$ cat src/rtl/alu_pwr_ctrl.sv
// alu_pwr_ctrl
// Power-sequencing controller for the gated ALU domain. It drives the power
// switch enable, output isolation and domain reset of the ALU, so the
// domain is always isolated while unpowered or held in reset.
//
// Power-down order: drain in-flight work, isolate, cut power.
// Power-up order:   power, hold reset, release isolation.
// Each power-switch step waits on the pwr_ack handshake.
//
// Optional feature (macro PWR_TIMEOUT_EN):
//   defined   - bounds the pwr_ack waits to TIMEOUT_CYC cycles. On expiry the
//               sticky err flag is set, the domain is forced OFF, and wake
//               requests are ignored until rst_n.
//   undefined - the pwr_ack waits are unbounded and err stays 0.
//
// Parameters:
//   ISO_HOLD_CYC - cycles iso_en is held before power cut and after reset release (>=1)
//   RST_HOLD_CYC - cycles alu_rst_n is held low after pwr_ack rises (>=1)
//   TIMEOUT_CYC  - max cycles waiting on pwr_ack (PWR_TIMEOUT_EN only)
//   CNT_W        - hold/timeout counter width
//
// Ports:
//   clk        in  clock
//   rst_n      in  asynchronous active-low reset
//   sleep_req  in  level request to power the domain down
//   wake_req   in  level request to power the domain up
//   alu_busy   in  ALU operation in flight
//   pwr_ack    in  power-switch status (1 = rail good), synchronous to clk
//   alu_pwr_en out power switch enable
//   iso_en     out isolation enable (1 = ALU outputs clamped)
//   alu_rst_n  out ALU domain reset, active low
//   domain_on  out high only in ACTIVE
//   pd_state   out current state encoding
//   err        out sticky power-switch timeout flag

module alu_pwr_ctrl #(
    parameter int unsigned ISO_HOLD_CYC = 2,
    parameter int unsigned RST_HOLD_CYC = 4,
    parameter int unsigned TIMEOUT_CYC  = 16,
    parameter int unsigned CNT_W        = 8
) (
    input  logic       clk,
    input  logic       rst_n,
    input  logic       sleep_req,
    input  logic       wake_req,
    input  logic       alu_busy,
    input  logic       pwr_ack,
    output logic       alu_pwr_en,
    output logic       iso_en,
    output logic       alu_rst_n,
    output logic       domain_on,
    output logic [2:0] pd_state,
    output logic       err
);

    typedef enum logic [2:0] {
        OFF      = 3'd0,
        PWR_ON   = 3'd1,
        RST_HOLD = 3'd2,
        ISO_REL  = 3'd3,
        ACTIVE   = 3'd4,
        DRAIN    = 3'd5,
        ISO_SET  = 3'd6,
        PWR_OFF  = 3'd7
    } state_t;

    // Terminal counts: a state lasting N cycles leaves when the counter,
    // cleared on entry, reaches N-1.
    localparam logic [CNT_W-1:0] RstLast = CNT_W'(RST_HOLD_CYC - 1);
    localparam logic [CNT_W-1:0] IsoLast = CNT_W'(ISO_HOLD_CYC - 1);
    localparam logic [CNT_W-1:0] CntMax  = '1;
`ifdef PWR_TIMEOUT_EN
    localparam logic [CNT_W-1:0] TmoLast = CNT_W'(TIMEOUT_CYC - 1);
`endif

    // Reject parameter sets the counter cannot represent.
    if (ISO_HOLD_CYC < 1 || RST_HOLD_CYC < 1 || TIMEOUT_CYC < 1 ||
        ISO_HOLD_CYC > 2**CNT_W - 1 || RST_HOLD_CYC > 2**CNT_W - 1 ||
        TIMEOUT_CYC > 2**CNT_W - 1) begin : g_bad_params
        $error("alu_pwr_ctrl: hold/timeout parameters out of range for CNT_W");
    end

    state_t           state_q, state_d;
    logic [CNT_W-1:0] cnt_q, cnt_d;
    logic             err_q, err_d;
    logic             pwr_en_d, iso_d, rst_n_d, on_d;

    // Next-state logic. Requests are only looked at in OFF and ACTIVE, so a
    // started sequence always runs to completion.
    always_comb begin
        state_d = state_q;
        err_d   = err_q;
        unique case (state_q)
            OFF: begin
                if (wake_req && !err_q) state_d = PWR_ON;
            end
            PWR_ON: begin
                if (pwr_ack) begin
                    state_d = RST_HOLD;
                end
`ifdef PWR_TIMEOUT_EN
                else if (cnt_q == TmoLast) begin
                    state_d = OFF;
                    err_d   = 1'b1;
                end
`endif
            end
            RST_HOLD: begin
                if (cnt_q == RstLast) state_d = ISO_REL;
            end
            ISO_REL: begin
                if (cnt_q == IsoLast) state_d = ACTIVE;
            end
            ACTIVE: begin
                // Sleep has priority; wake is meaningless while already on.
                if (sleep_req) state_d = DRAIN;
            end
            DRAIN: begin
                if (!alu_busy) state_d = ISO_SET;
            end
            ISO_SET: begin
                if (cnt_q == IsoLast) state_d = PWR_OFF;
            end
            PWR_OFF: begin
                if (!pwr_ack) begin
                    state_d = OFF;
                end
`ifdef PWR_TIMEOUT_EN
                else if (cnt_q == TmoLast) begin
                    state_d = OFF;
                    err_d   = 1'b1;
                end
`endif
            end
            default: state_d = OFF;
        endcase
    end

    // Counter restarts on every state change and otherwise saturates so
    // a long wait can never wrap back into a terminal count.
    always_comb begin
        cnt_d = cnt_q;
        if (state_d != state_q) begin
            cnt_d = '0;
        end else if (cnt_q != CntMax) begin
            cnt_d = cnt_q + 1'b1;
        end
    end

    // Output decode from the state being entered, so the registered outputs
    // change on the same edge as the state register.
    always_comb begin
        pwr_en_d = 1'b0;
        iso_d    = 1'b1;
        rst_n_d  = 1'b0;
        on_d     = 1'b0;
        unique case (state_d)
            OFF:      begin pwr_en_d = 1'b0; iso_d = 1'b1; rst_n_d = 1'b0; end
            PWR_ON:   begin pwr_en_d = 1'b1; iso_d = 1'b1; rst_n_d = 1'b0; end
            RST_HOLD: begin pwr_en_d = 1'b1; iso_d = 1'b1; rst_n_d = 1'b0; end
            ISO_REL:  begin pwr_en_d = 1'b1; iso_d = 1'b1; rst_n_d = 1'b1; end
            ACTIVE:   begin pwr_en_d = 1'b1; iso_d = 1'b0; rst_n_d = 1'b1; on_d = 1'b1; end
            DRAIN:    begin pwr_en_d = 1'b1; iso_d = 1'b0; rst_n_d = 1'b1; end
            ISO_SET:  begin pwr_en_d = 1'b1; iso_d = 1'b1; rst_n_d = 1'b1; end
            PWR_OFF:  begin pwr_en_d = 1'b0; iso_d = 1'b1; rst_n_d = 1'b0; end
            default:  begin pwr_en_d = 1'b0; iso_d = 1'b1; rst_n_d = 1'b0; end
        endcase
    end

    // State, counter, error and output registers. Reset forces the safe
    // powered-down, isolated outputs immediately, without waiting for a clock.
    always_ff @(posedge clk or negedge rst_n) begin
        if (!rst_n) begin
            state_q    <= OFF;
            cnt_q      <= '0;
            err_q      <= 1'b0;
            alu_pwr_en <= 1'b0;
            iso_en     <= 1'b1;
            alu_rst_n  <= 1'b0;
            domain_on  <= 1'b0;
        end else begin
            state_q    <= state_d;
            cnt_q      <= cnt_d;
            err_q      <= err_d;
            alu_pwr_en <= pwr_en_d;
            iso_en     <= iso_d;
            alu_rst_n  <= rst_n_d;
            domain_on  <= on_d;
        end
    end

    assign pd_state = state_q;
    assign err      = err_q;

endmodule

$ cat config.mk
export PLATFORM = sky130hd
export DESIGN_NAME = alu_pwr_ctrl
export DESIGN_NICKNAME = d
export VERILOG_FILES = /design/src/rtl/alu_pwr_ctrl.sv
export SDC_FILE = /design/constraint.sdc
export NUM_CORES = 1
export LEC_CHECK = 0
export ABC_AREA = 1
export BUFFER_PORTS_ARGS = -buffer_cell sky130_fd_sc_hd__buf_2
export CORE_ASPECT_RATIO = 1.25
export CORE_UTILIZATION = 45
export DETAILED_ROUTE_END_ITERATION = 6
export PLACE_DENSITY = 0.63
export SLEW_MARGIN = 40
export SYNTH_ARGS = -nofsm -noshare
export SYNTH_HDL_FRONTEND = slang
export SYNTH_SLANG_ARGS = --single-unit
export TNS_END_PERCENT = 1
$ cat constraint.sdc
create_clock -name clk -period 2.1 [get_ports clk]
set_clock_uncertainty 0.15 [all_clocks]
set_input_delay 0.42 -clock clk [delete_from_list [all_inputs] [get_ports clk]]
set_output_delay 0.42 -clock clk [all_outputs]
set_load 0.01 [all_outputs]
Word level (Yosys, flattened, before mapping)
Index checks and enable logic that the tools add are counted.
W data, S select, Z words.
- register bits: 15
- output and inout bits: 8
- $add $sub $neg: 1
- equal/unequal tests: 18
- mux-type cells: 15
- reductions and logical operators: 9
- operator list (kind ; number):
    $eq A3 B3 Y1 const B ; 8
    $mux W3 ; 8
    $pmux W3 S8 ; 1
    $mux W8 ; 2
    $eq A3 B2 Y1 const B ; 4
    $reduce_or A6 Y1 ; 2
    $add A8 B1 Y8 const B ; 1
    $eq A8 B1 Y1 const B ; 1
    $eq A8 B2 Y1 const B ; 1
    $ne A8 B8 Y1 const B ; 1
    $reduce_or A4 Y1 ; 2
    $eq A3 B1 Y1 const B ; 2
    $logic_not A3 Y1 ; 2
    $pmux W1 S2 ; 3
    $reduce_or A2 Y1 ; 2
    $ne A3 B3 Y1 ; 1
    $reduce_bool A2 Y1 ; 1
    $mux W1 ; 1

Logic depth before layout (Yosys ltp)
Gate-level depths: netlist of run 1.
- word-level depth: 6
- mapped depth: 11
- mapped depth without buffers: 11

Least setup slack after synthesis of run 1
No wires, ideal clock.
- kind: reg-to-reg
- from: reg state_q[0] (netlist: pd_state[0])
- to: reg cnt_q[0]
- library setup time: 0.072 ns
- arrival: 1.337 ns
- setup slack: 0.541 ns
- stages on the path, launching flop included: 10
- clock period less this slack: 1.559 ns
- path through: dfrtp_1 > buf_6 > nand2_1 > nor2_1 > nor2_1 > nand3_2 > nor2_4 > xor2_2 > nand2_2 > nor2_1
- cells in the longest elaborated chain, start to end: 4
- elaborated cells between the ends (all ways): 20
- RTL lines (item ; RTL line ; RTL):
    from (decl) ; 83 ; state_t state_q, state_d;
    from (signal assigned) ; 182 ; state_q <= state_d;
    $eq A3 B3 Y1, or another cell as far along ; 93 ; unique case (state_q)
    $pmux W3 S8 ; 93 ;
    $ne A3 B3 Y1 (*) ; 143 ; if (state_d != state_q) begin
    $mux W8 or $reduce_bool A2 Y1 (tied branches) ; n/a ;
    to (signal assigned) ; 183 ; cnt_q <= cnt_d;
    to (decl) ; 84 ; logic [CNT_W-1:0] cnt_q, cnt_d;
Every way passes the cells marked *; elsewhere a longest branch is shown, timed or not.
A chain may end at the register's enable or synchronous reset.

Worst setup path after layout of run 1
- from: reg state_q[1] (netlist: pd_state[1])
- to: reg cnt_q[5]
The elaborated chain is that of the path after synthesis.

==> results.py, run 1 <==
metrics = {
    "status": {
        "status": "finished clean",
    },
    "clock_tree": {
        "cts.clk_slew.worst_paths_ps": 80,
        "cts_tree": "yes",
        "htreeDepth": 1,
        "cts_root_buf": "clkbuf_4",
        "cts_max_path_buffers": 2,
        "cts_sinks": 15,
        "cts_buffers": 3,
        "cts_setup_buffers": 0,
        "clkLatencyLatePin_ps": 280,
    },
    "detailed_routing": {
        "wl_met2_um": 873,
        "drt_wl_total_um": 1730,
        "top_layer": "met4",
        "drc_errors": 0,
        "vias_per_cell": 5.10,
        "vias": 755,
        "drtAntennaViolNets": 0,
        "wl_met3_um": 35,
        "drt_iter0_markers": 12,
        "drt_pass1_iterations": 4,
        "wl_met1_um": 798,
        "routedWlPerCell_um": 11.7,
    },
    "synth": {
        "synth_area_um2": 887,
        "yosys_warnings": 0,
        "syn_nets": 122,
        "synth_seq_cells": 15,
        "synth.distinct_cells": 24,
        "synthCells": 114,
        "ys_seq_area_share_pct": 42.5,
        "syn_avg_cell_area_um2": 7.78,
    },
    "cells_and_area": {
        "num-nets-final": 138,
        "synthToLayoutAreaGrowth_pct": 11.4,
        "seqCellArea_um2": 377,
        "multi_input_area_um2": 435,
        "drive_gt1_share_pct": 20.2,
        "diodes": 0,
        "fillers": 176,
    },
    "sta": {
        "slew_viol_final": 0,
        "fin_crit_ps": 1770,
        "fmax_mhz": 565,
        "setup_viol": 0,
        "rsz0062_at_grt": "false",
        "finalSetupTns_ps": 0,
        "finalCritPeriodShare_pct": 84.2,
        "fin_ws_ps": 331,
        "fin_hold_ws_ps": 396,
        "report.final.hold_viol_count": 0,
    },
    "global_routing": {
        "antenna_found_initial": 0,
        "grt_max_degree": 16,
        "grt.overflow.total": 0,
        "track_usage_pct": 19.2,
        "grt_pass1_wl_um": 3050,
        "grt_pass1_vias": 750,
    },
    "power_and_ir_drop": {
        "p_per_area_nw_per_um2": 1290,
        "power_frac_comb_pct": 52.0,
        "p_leak_nw": 0.515,
        "vdd_ir_drop_max_mv": 0.589,
        "seqPwrFrac_pct": 35.6,
        "pwr-share-clk_pct": 12.4,
        "p_sw_w": 0.000604,
        "p_sw_share_pct": 47.3,
        "p_int_w": 0.000674,
    },
    "floorplan": {
        "die_h_um": 51.6,
        "core_um2": 1810,
        "start_util_pct": 49.1,
        "die_area_um2": 2150,
        "io_pins": 14,
        "core.rowCount": 17,
        "die_x_um": 41.7,
    },
    "setup_path": {
        "cp_data_arrival_time_ps": 1830,
        "r2r_setup_slack_ps": 330,
        "worst_ep_required_time_ps": 2160,
        "cp_slowest_cell": "dfrtp_1",
        "worstReg2RegStart": "pd_state[1]$_DFF_PN0_",
        "reg2regPathDepth": 8,
        "critical_path_peak_fanout": 8,
        "start_kind": "flop",
        "endpoint": "cnt_q[5]$_DFFE_PN0P_",
        "critical_path_class": "reg -> reg",
        "crit_top_cell": "nor2_1",
        "startpoint": "pd_state[1]$_DFF_PN0_",
        "worstSetupEndpointType": "flop",
        "worstReg2RegEnd": "cnt_q[5]$_DFFE_PN0P_",
        "crit_chain": "inv_1 > nor2_1 > nor2_1 > nand3_2 > nor2_4 > xor2_2 > nand2_2 > nor2_1",
        "max_stage_delay_ps": 450,
    },
    "placement": {
        "dp_hpwl_um": 1310,
        "gp_congestion": 0.824,
        "io_buffers": 12,
        "post-place-ws_ps": 350,
    },
    "flow_run": {
        "maxCapViolations": 0,
    },
    "worst_hold_path": {
        "worstHoldPathType": "in -> reg",
    },
}
## cells by family after synthesis
logic type | after synthesis | share of synthesized area, %
DFF | 15 | 42.5
adders and majority gates | 2 | 2.82
AOI/OAI and AO/OA | 12 | 7.76
and+or+nand+nor | 64 | 34.3
buffers and inverters | 17 | 8.46
other | 1 | 0.423
xor gates and xnor gates | 3 | 3.81
## layout by cell type (no fill, tap or decap)
cell / Yosys / layout
nand2_1: 17 / 17
o211ai_1: 1 / 1
xor2_2: 1 / 1
ha_1: 2 / 2
conb_1: 1 / 1
nand3b_1: 1 / 1
dfrtp_1: 14 / 14
buf_2: 0 / 12
nand3_1: 8 / 8
o21ai_0: 7 / 7
clkbuf_1: 0 / 1
xor2_1: 1 / 1
clkbuf_4: 0 / 3
nand3_2: 2 / 2
a21oi_1: 1 / 1
dlygate4sd3_1: 0 / 1
nor2_2: 3 / 3
nand2_2: 2 / 2
dfstp_2: 1 / 1
xnor2_1: 1 / 1
nor2_1: 25 / 25
inv_1: 15 / 15
a31oi_1: 1 / 1
nand4_1: 4 / 4
o21bai_1: 2 / 2
nor2_4: 2 / 2
## critical path, delay by kind of cell (launching register included)
| kind | cells | cell delay (ps) |
|---|---|---|
| buf+inv | 1 | 160 |
| simple gates | 6 | 780 |
| flops | 1 | 450 |
| xor+xnor | 1 | 160 |
## through the flow
stage	area (um2)	std cells	power, W	util, %
2_1_floorplan	887	114	0.000959	-
3_3_place_gp	952	143	0.00112	52.7
3_5_place_dp	952	143	0.00113	52.7
4_1_cts	988	148	0.00130	54.7
5_1_grt	988	148	0.00140	54.7
6_report	988	148	0.00128	54.7
## power groups by stage
stage                     sequential, W  combinational (W)  clock [W]
after floorplan                0.000465           0.000493          0
after global placement         0.000456           0.000663          0
after detailed placement       0.000462           0.000669          0
after CTS                      0.000456           0.000674   0.000167
after global routing           0.000470           0.000750   0.000181
final                          0.000454           0.000665   0.000159
## layer usage
layer | vias to the layer above | track usage, %
li1 | 390 | -
met1 | 349 | 21.7
met2 | 12 | 33.9
met3 | 4 | 3.13
met4 | 0 | 11.3
met5 | - | 0
## timing repair
| item | 4_1_cts | 5_1_grt |
|---|---|---|
| endpoints found under the hold margin | 14 | 0 |
| resized for setup | 0 | 0 |
| hold buffers | 1 | 0 |
## cells in the mapped netlist
master,count,area share (%)
nor2_1,25,11
nand2_1,17,7.2
inv_1,15,6.3
dfrtp_1,14,39
nand3_1,8,4.5
o21ai_0,7,3.9
nand4_1,4,2.8
nor2_2,3,2.1
ha_1,2,2.8
nand2_2,2,1.4
nand3_2,2,2.3
nor2_4,2,2.5
o21bai_1,2,1.7
a21oi_1,1,0.56
a31oi_1,1,0.71
buf_4,1,0.85
buf_6,1,1.3
conb_1,1,0.42
dfstp_2,1,3.0
nand3b_1,1,0.85
o211ai_1,1,0.85
xnor2_1,1,0.99
xor2_1,1,0.99
xor2_2,1,1.8
## how the worst min path moves through the flow
stage	start	end	slack, ps	depth (start not counted)
floorplan	rst_n	alu_pwr_en$_DFF_PN0_	-30	0
global placement	rst_n	cnt_q[1]$_DFFE_PN0P_	190	1
detailed placement	rst_n	cnt_q[1]$_DFFE_PN0P_	190	1
CTS	wake_req	pd_state[0]$_DFF_PN0_	390	4
global route	wake_req	pd_state[0]$_DFF_PN0_	420	4
finish	wake_req	pd_state[0]$_DFF_PN0_	400	4
## flip-flops by register name, indices dropped and copies added (netlist names)
signal,flops
alu_pwr_en,1
cnt_q,8
pd_state,3
iso_en,1
alu_rst_n,1
domain_on,1
## final cells by class
class                      count  share of cell area, %
multi-input combinational     82                   44.1
sequential                    15                   38.1
timing repair buffer          13                   7.09
inverter                      15                   5.70
clock buffer                   4                   2.66
tap                           19                   2.41
Power figures use the tool's default switching activity.
==> run 2, diff against run 1 <==
--- a/config.mk
+++ b/config.mk
@@ -10,7 +10,7 @@
 export CORE_ASPECT_RATIO = 1.25
 export CORE_UTILIZATION = 45
 export DETAILED_ROUTE_END_ITERATION = 6
-export PLACE_DENSITY = 0.63
+export PLACE_DENSITY = 0.65
 export SLEW_MARGIN = 40
 export SYNTH_ARGS = -nofsm -noshare
 export SYNTH_HDL_FRONTEND = slang
==> constraint.sdc (replaced) <==
create_clock -name clk -period 1.44 [get_ports clk]
set_clock_uncertainty 0.15 [all_clocks]
set_input_delay 0.288 -clock clk [delete_from_list [all_inputs] [get_ports clk]]
set_output_delay 0.288 -clock clk [all_outputs]
set_load 0.01 [all_outputs]
==> results.py, run 2 (synthesized netlist as in run 1, its figures left out) <==
metrics = {
    "cells_and_area": {
        "final_common_cell": "nor2_1",
        "seqCellArea_um2": 380,
        "regMostFlops": "cnt_q",
        "synthToLayoutAreaGrowth_pct": 37.8,
        "largest_reg_flops": 8,
        "multi_input_area_um2": 485,
        "final_cell_mix": "nor2_1, buf_4, inv_1, nand2_1, dfrtp_1",
        "stdcell_area_um2": 1220,
        "diodes": 0,
        "num-nets-final": 159,
        "instances_no_fill": 169,
        "drive_gt1_share_pct": 40.7,
        "fillers": 158,
    },
    "placement": {
        "io_buffers": 12,
        "gp_congestion": 0.768,
        "dp_hpwl_um": 1400,
        "post-place-ws_ps": -288,
        "placed_cells": 158,
        "placed_area_um2": 1070,
    },
    "global_routing": {
        "grt_max_degree": 16,
        "grt_pass1_vias": 743,
        "track_usage_pct": 20.1,
        "antenna_found_initial": 0,
        "grt.overflow.total": 0,
        "grt_pass1_wl_um": 3240,
    },
    "setup_path": {
        "crit_chain": "ha_2 > inv_1 > nor2_1 > nand3_1 > nor2_1 > nor2_2 > nand3_2 > nand3_2 > nand2_4 > nor2_1",
        "r2r_setup_slack_ps": -230,
        "start_kind": "flop",
        "cp_slowest_cell": "dfrtp_1",
        "max_stage_delay_ps": 410,
        "worst_ep_required_time_ps": 1460,
        "critical_path_class": "reg -> reg",
        "crit_top_cell": "nor2_1",
        "cp_data_arrival_time_ps": 1700,
        "worstSetupEndpointType": "flop",
        "critical_path_peak_fanout": 8,
    },
    "floorplan": {
        "io_pins": 14,
        "core_um2": 1810,
        "die_area_um2": 2150,
        "die_x_um": 41.7,
        "core.rowCount": 17,
        "die_h_um": 51.6,
        "start_util_pct": 49.1,
    },
    "worst_hold_path": {
        "worstHoldPathType": "in -> async",
    },
    "detailed_routing": {
        "drtAntennaViolNets": 0,
        "drt_wl_total_um": 1960,
        "drt_pass1_iterations": 4,
        "vias": 850,
        "routedWlPerCell_um": 11.6,
        "vias_per_cell": 5.03,
        "drt_iter0_markers": 17,
        "drc_errors": 0,
    },
    "sta": {
        "setup_viol": 14,
        "finalCritPeriodShare_pct": 116,
        "slew_viol_final": 0,
        "fin_crit_ps": 1670,
        "rsz0062_at_grt": "true",
        "fmax_mhz": 598,
        "report.final.hold_viol_count": 0,
        "fin_ws_ps": -232,
    },
    "power_and_ir_drop": {
        "p_per_area_nw_per_um2": 1900,
        "finalPower_w": 0.00233,
        "vdd_ir_drop_max_mv": 1.25,
        "p_leak_nw": 0.634,
    },
    "clock_tree": {
        "clkLatencyLatePin_ps": 280,
        "cts.clk_slew.worst_paths_ps": 90,
        "cts_buffers": 3,
        "cts_sinks": 15,
        "htreeDepth": 1,
        "cts_root_buf": "clkbuf_4",
        "cts_max_path_buffers": 2,
        "cts_tree": "yes",
    },
    "status": {
        "status": "complete, but fails checks",
        "failed_checks": "setup timing",
    },
    "flow_run": {
        "maxCapViolations": 0,
    },
}
[run 2: repair_timing]
action	CTS	global route
setup buffers	1	5
gates resized for setup	15	10
hold buffers	1	0
hold endpoints to repair	14	0
endpoints found under the setup margin	15	16
pin swaps	10	7
[run 2: report_power, final]
part	leakage [nW]	total [W]	switching (W)	internal (W)
sequential	0.191	0.000666	0.000114	0.000552
clock	0.0150	0.000238	0.000130	0.000108
combinational	0.428	0.00142	0.000806	0.000619
total	0.634	0.00233	0.00105	0.00128
[run 2: cell type report]
type | count | area share (%)
multi-input cells | 82 | 39.7
flip-flops and latches | 15 | 31.1
repair buffers | 34 | 20.3
inverters | 15 | 4.81
clock buffers | 4 | 2.15
well taps | 19 | 1.94
[run 2: final timing paths]
kind	startpoint	end	cells after the start
hold reg to reg	cnt_q[7]$_DFFE_PN0P_	cnt_q[6]$_DFFE_PN0P_	3
setup reg to reg	cnt_q[1]$_DFFE_PN0P_	cnt_q[2]$_DFFE_PN0P_	10
min in group clk	pwr_ack	pd_state[2]$_DFF_PN0_	5
setup / recovery	cnt_q[1]$_DFFE_PN0P_	cnt_q[2]$_DFFE_PN0P_	10
max in group asynchronous	rst_n	iso_en$_DFF_PN1_	2
hold / removal	rst_n	domain_on$_DFF_PN0_	2
[run 2: metrics by stage]
step / TNS, ps / util, % / hold slack (ps)
2_1_floorplan: -1040 / - / -158
3_3_place_gp: -2240 / 59.0 / 54.1
3_5_place_dp: -2920 / 59.0 / 66.8
4_1_cts: -2350 / 63.8 / 265
5_1_grt: -4180 / 67.6 / 312
6_report: -2460 / 67.6 / 278
[run 2: routing by layer]
layer	vias to the layer above	GRT usage (%)	wire [um]
met5	-	0	0
met4	0	11.3	33
met3	4	2.08	45
met2	16	35.9	1080
met1	400	23.3	800
li1	430	-	-
[run 2: worst max-delay path: cells and delay by family, from the launching register on]
family / cells / cell delay [ps]
flops: 1 / 410
simple gates: 8 / 740
buf+inv: 1 / 60
fa+ha+maj: 1 / 220
==> run 3, diff against run 2 <==
--- a/config.mk
+++ b/config.mk
@@ -9,8 +9,10 @@
 export BUFFER_PORTS_ARGS = -buffer_cell sky130_fd_sc_hd__buf_2
 export CORE_ASPECT_RATIO = 1.25
 export CORE_UTILIZATION = 45
+export CTS_BUF_LIST = sky130_fd_sc_hd__clkbuf_8 sky130_fd_sc_hd__clkbuf_16
 export DETAILED_ROUTE_END_ITERATION = 6
 export PLACE_DENSITY = 0.65
+export RECOVER_POWER = 25
 export SLEW_MARGIN = 40
 export SYNTH_ARGS = -nofsm -noshare
 export SYNTH_HDL_FRONTEND = slang
==> results.py, run 3 (synthesized netlist as in run 1, its figures left out) <==
metrics = {
    "status": {
        "status": "complete, but fails checks",
        "failed_checks": "setup timing",
    },
    "clock_tree": {
        "clkLatencyLatePin_ps": 240,
        "cts_sinks": 15,
        "cts_buffers": 3,
        "cts.clk_slew.worst_paths_ps": 60,
        "cts_root_buf": "clkbuf_8",
        "cts_max_path_buffers": 2,
        "cts_tree": "yes",
        "htreeDepth": 1,
    },
    "detailed_routing": {
        "drt_iter0_markers": 22,
        "vias": 866,
        "drt_wl_total_um": 1960,
        "vias_per_cell": 5.06,
        "drc_errors": 0,
        "drt_pass1_iterations": 4,
        "drtAntennaViolNets": 0,
        "routedWlPerCell_um": 11.5,
    },
    "setup_path": {
        "path_buf_inv": 1,
        "crit_chain": "buf_4 > nor2_1 > o21ai_0 > o21ai_1 > nor2_1 > nand3_2 > nand3_2 > nand2_4 > nor2_1",
        "critPathTopFamily": "simple AND/OR/NAND/NOR gates",
        "start_kind": "flop",
        "cp_slowest_cell": "dfrtp_2",
        "critical_path_peak_fanout": 8,
        "cp_data_arrival_time_ps": 1640,
        "crit_top_cell": "nor2_1",
        "max_stage_delay_ps": 440,
        "worstSetupEndpointType": "flop",
        "critical_path_class": "reg -> reg",
        "worst_ep_required_time_ps": 1420,
    },
    "sta": {
        "rsz0062_at_grt": "true",
        "finalCritPeriodShare_pct": 115,
        "report.final.hold_viol_count": 0,
        "fin_ws_ps": -217,
        "fmax_mhz": 603,
        "fin_hold_ws_ps": 318,
        "fin_crit_ps": 1660,
        "setup_viol": 13,
        "finalSetupTns_ps": -2250,
        "slew_viol_final": 0,
    },
    "flow_run": {
        "maxCapViolations": 0,
    },
    "global_routing": {
        "grt.overflow.total": 0,
        "grt_pass1_wl_um": 3210,
        "track_usage_pct": 20.0,
        "antenna_found_initial": 0,
        "grt_pass1_vias": 741,
        "grt_max_degree": 16,
    },
    "power_and_ir_drop": {
        "p_leak_nw": 0.652,
        "vdd_ir_drop_max_mv": 1.03,
        "p_per_area_nw_per_um2": 1930,
    },
    "placement": {
        "placed_cells": 158,
        "placed_area_um2": 1070,
        "io_buffers": 12,
        "dp_hpwl_um": 1400,
        "gp_congestion": 0.768,
        "post-place-ws_ps": -288,
    },
    "cells_and_area": {
        "largest_reg_flops": 8,
        "instances_no_fill": 171,
        "fillers": 151,
        "drive_gt1_share_pct": 43.4,
        "diodes": 0,
        "final_common_cell": "buf_4",
        "final_cell_mix": "buf_4, nor2_1, inv_1, nand2_1",
        "synthToLayoutAreaGrowth_pct": 39.8,
        "stdcell_area_um2": 1240,
        "regMostFlops": "cnt_q",
        "num-nets-final": 161,
    },
    "floorplan": {
        "die_h_um": 51.6,
        "start_util_pct": 49.1,
        "core_um2": 1810,
        "die_x_um": 41.7,
        "die_area_um2": 2150,
        "core.rowCount": 17,
        "io_pins": 14,
    },
    "worst_hold_path": {
        "worstHoldPathType": "in -> reg",
    },
}
run 3: cell types whose count changed in the layout (fill, tap and decap cells not counted), sizes merged:
cell	delta
buf	+1
inv	+1
run 3: cell type report:
| cell class | instances | area [um2] | area share, % |
|---|---|---|---|
| repair buffers | 36 | 243 | 19.6 |
| flip-flops and latches | 15 | 380 | 30.7 |
| multi-input cells | 82 | 492 | 39.7 |
| clock inverters | 1 | 3.75 | 0.303 |
| well taps | 19 | 23.8 | 1.92 |
| inverters | 15 | 56.3 | 4.54 |
| clock buffers | 3 | 41.3 | 3.33 |
run 3: through the flow:
step,utilization (%),power (W)
global placement,59.0,0.00177
floorplan,-,0.00141
CTS,64.1,0.00224
finish,68.6,0.00239
detailed placement,59.0,0.00180
global route,68.6,0.00257
run 3: timing repair:
| item | CTS | global route |
|---|---|---|
| buffers inserted | 1 | 7 |
| pin swaps | 10 | 7 |
| gates resized for setup | 12 | 11 |
| endpoints found under the hold margin | 14 | 0 |
| hold buffers | 1 | 0 |
| endpoints found under the setup margin | 14 | 15 |
run 3: worst paths after layout:
kind / from / to / slack (ps) / cells past startpoint
worst max-delay path: pd_state[1]$_DFF_PN0_ / cnt_q[5]$_DFFE_PN0P_ / -220 / 9
worst min-delay path: pwr_ack / pd_state[2]$_DFF_PN0_ / 320 / 5
worst max register to register: pd_state[1]$_DFF_PN0_ / cnt_q[5]$_DFFE_PN0P_ / -220 / 9
worst min register to register: cnt_q[7]$_DFFE_PN0P_ / cnt_q[6]$_DFFE_PN0P_ / 510 / 3
max in group asynchronous: rst_n / iso_en$_DFF_PN1_ / 480 / 2
min in group asynchronous: rst_n / domain_on$_DFF_PN0_ / 340 / 2
run 3: report_power, final:
| group | total [W] | internal, W | switching (W) |
|---|---|---|---|
| Sequential | 0.000662 | 0.000553 | 0.000109 |
| Combinational | 0.00140 | 0.000599 | 0.000804 |
| Clock | 0.000324 | 0.000188 | 0.000135 |
run 3: worst reg2reg max path, stage by stage, from the launching register on:
cell and delay, ps:
dfrtp_2 440, buf_4 150, nor2_1 110, o21ai_0 110
o21ai_1 110, nor2_1 80, nand3_2 110, nand3_2 90
nand2_4 140, nor2_1 60
run 3: metal layers:
| metal | wire, um | GRT usage (%) | part of all wire, % | vias up |
|---|---|---|---|---|
| met1 | 815 | 22.9 | 42 | 415 |
| met5 | 0 | 0 | 0 | - |
| met2 | 1070 | 35.9 | 55 | 14 |
| met3 | 43 | 2.08 | 2.2 | 4 |
| met4 | 32 | 11.3 | 1.6 | 0 |
| li1 | - | - | - | 433 |
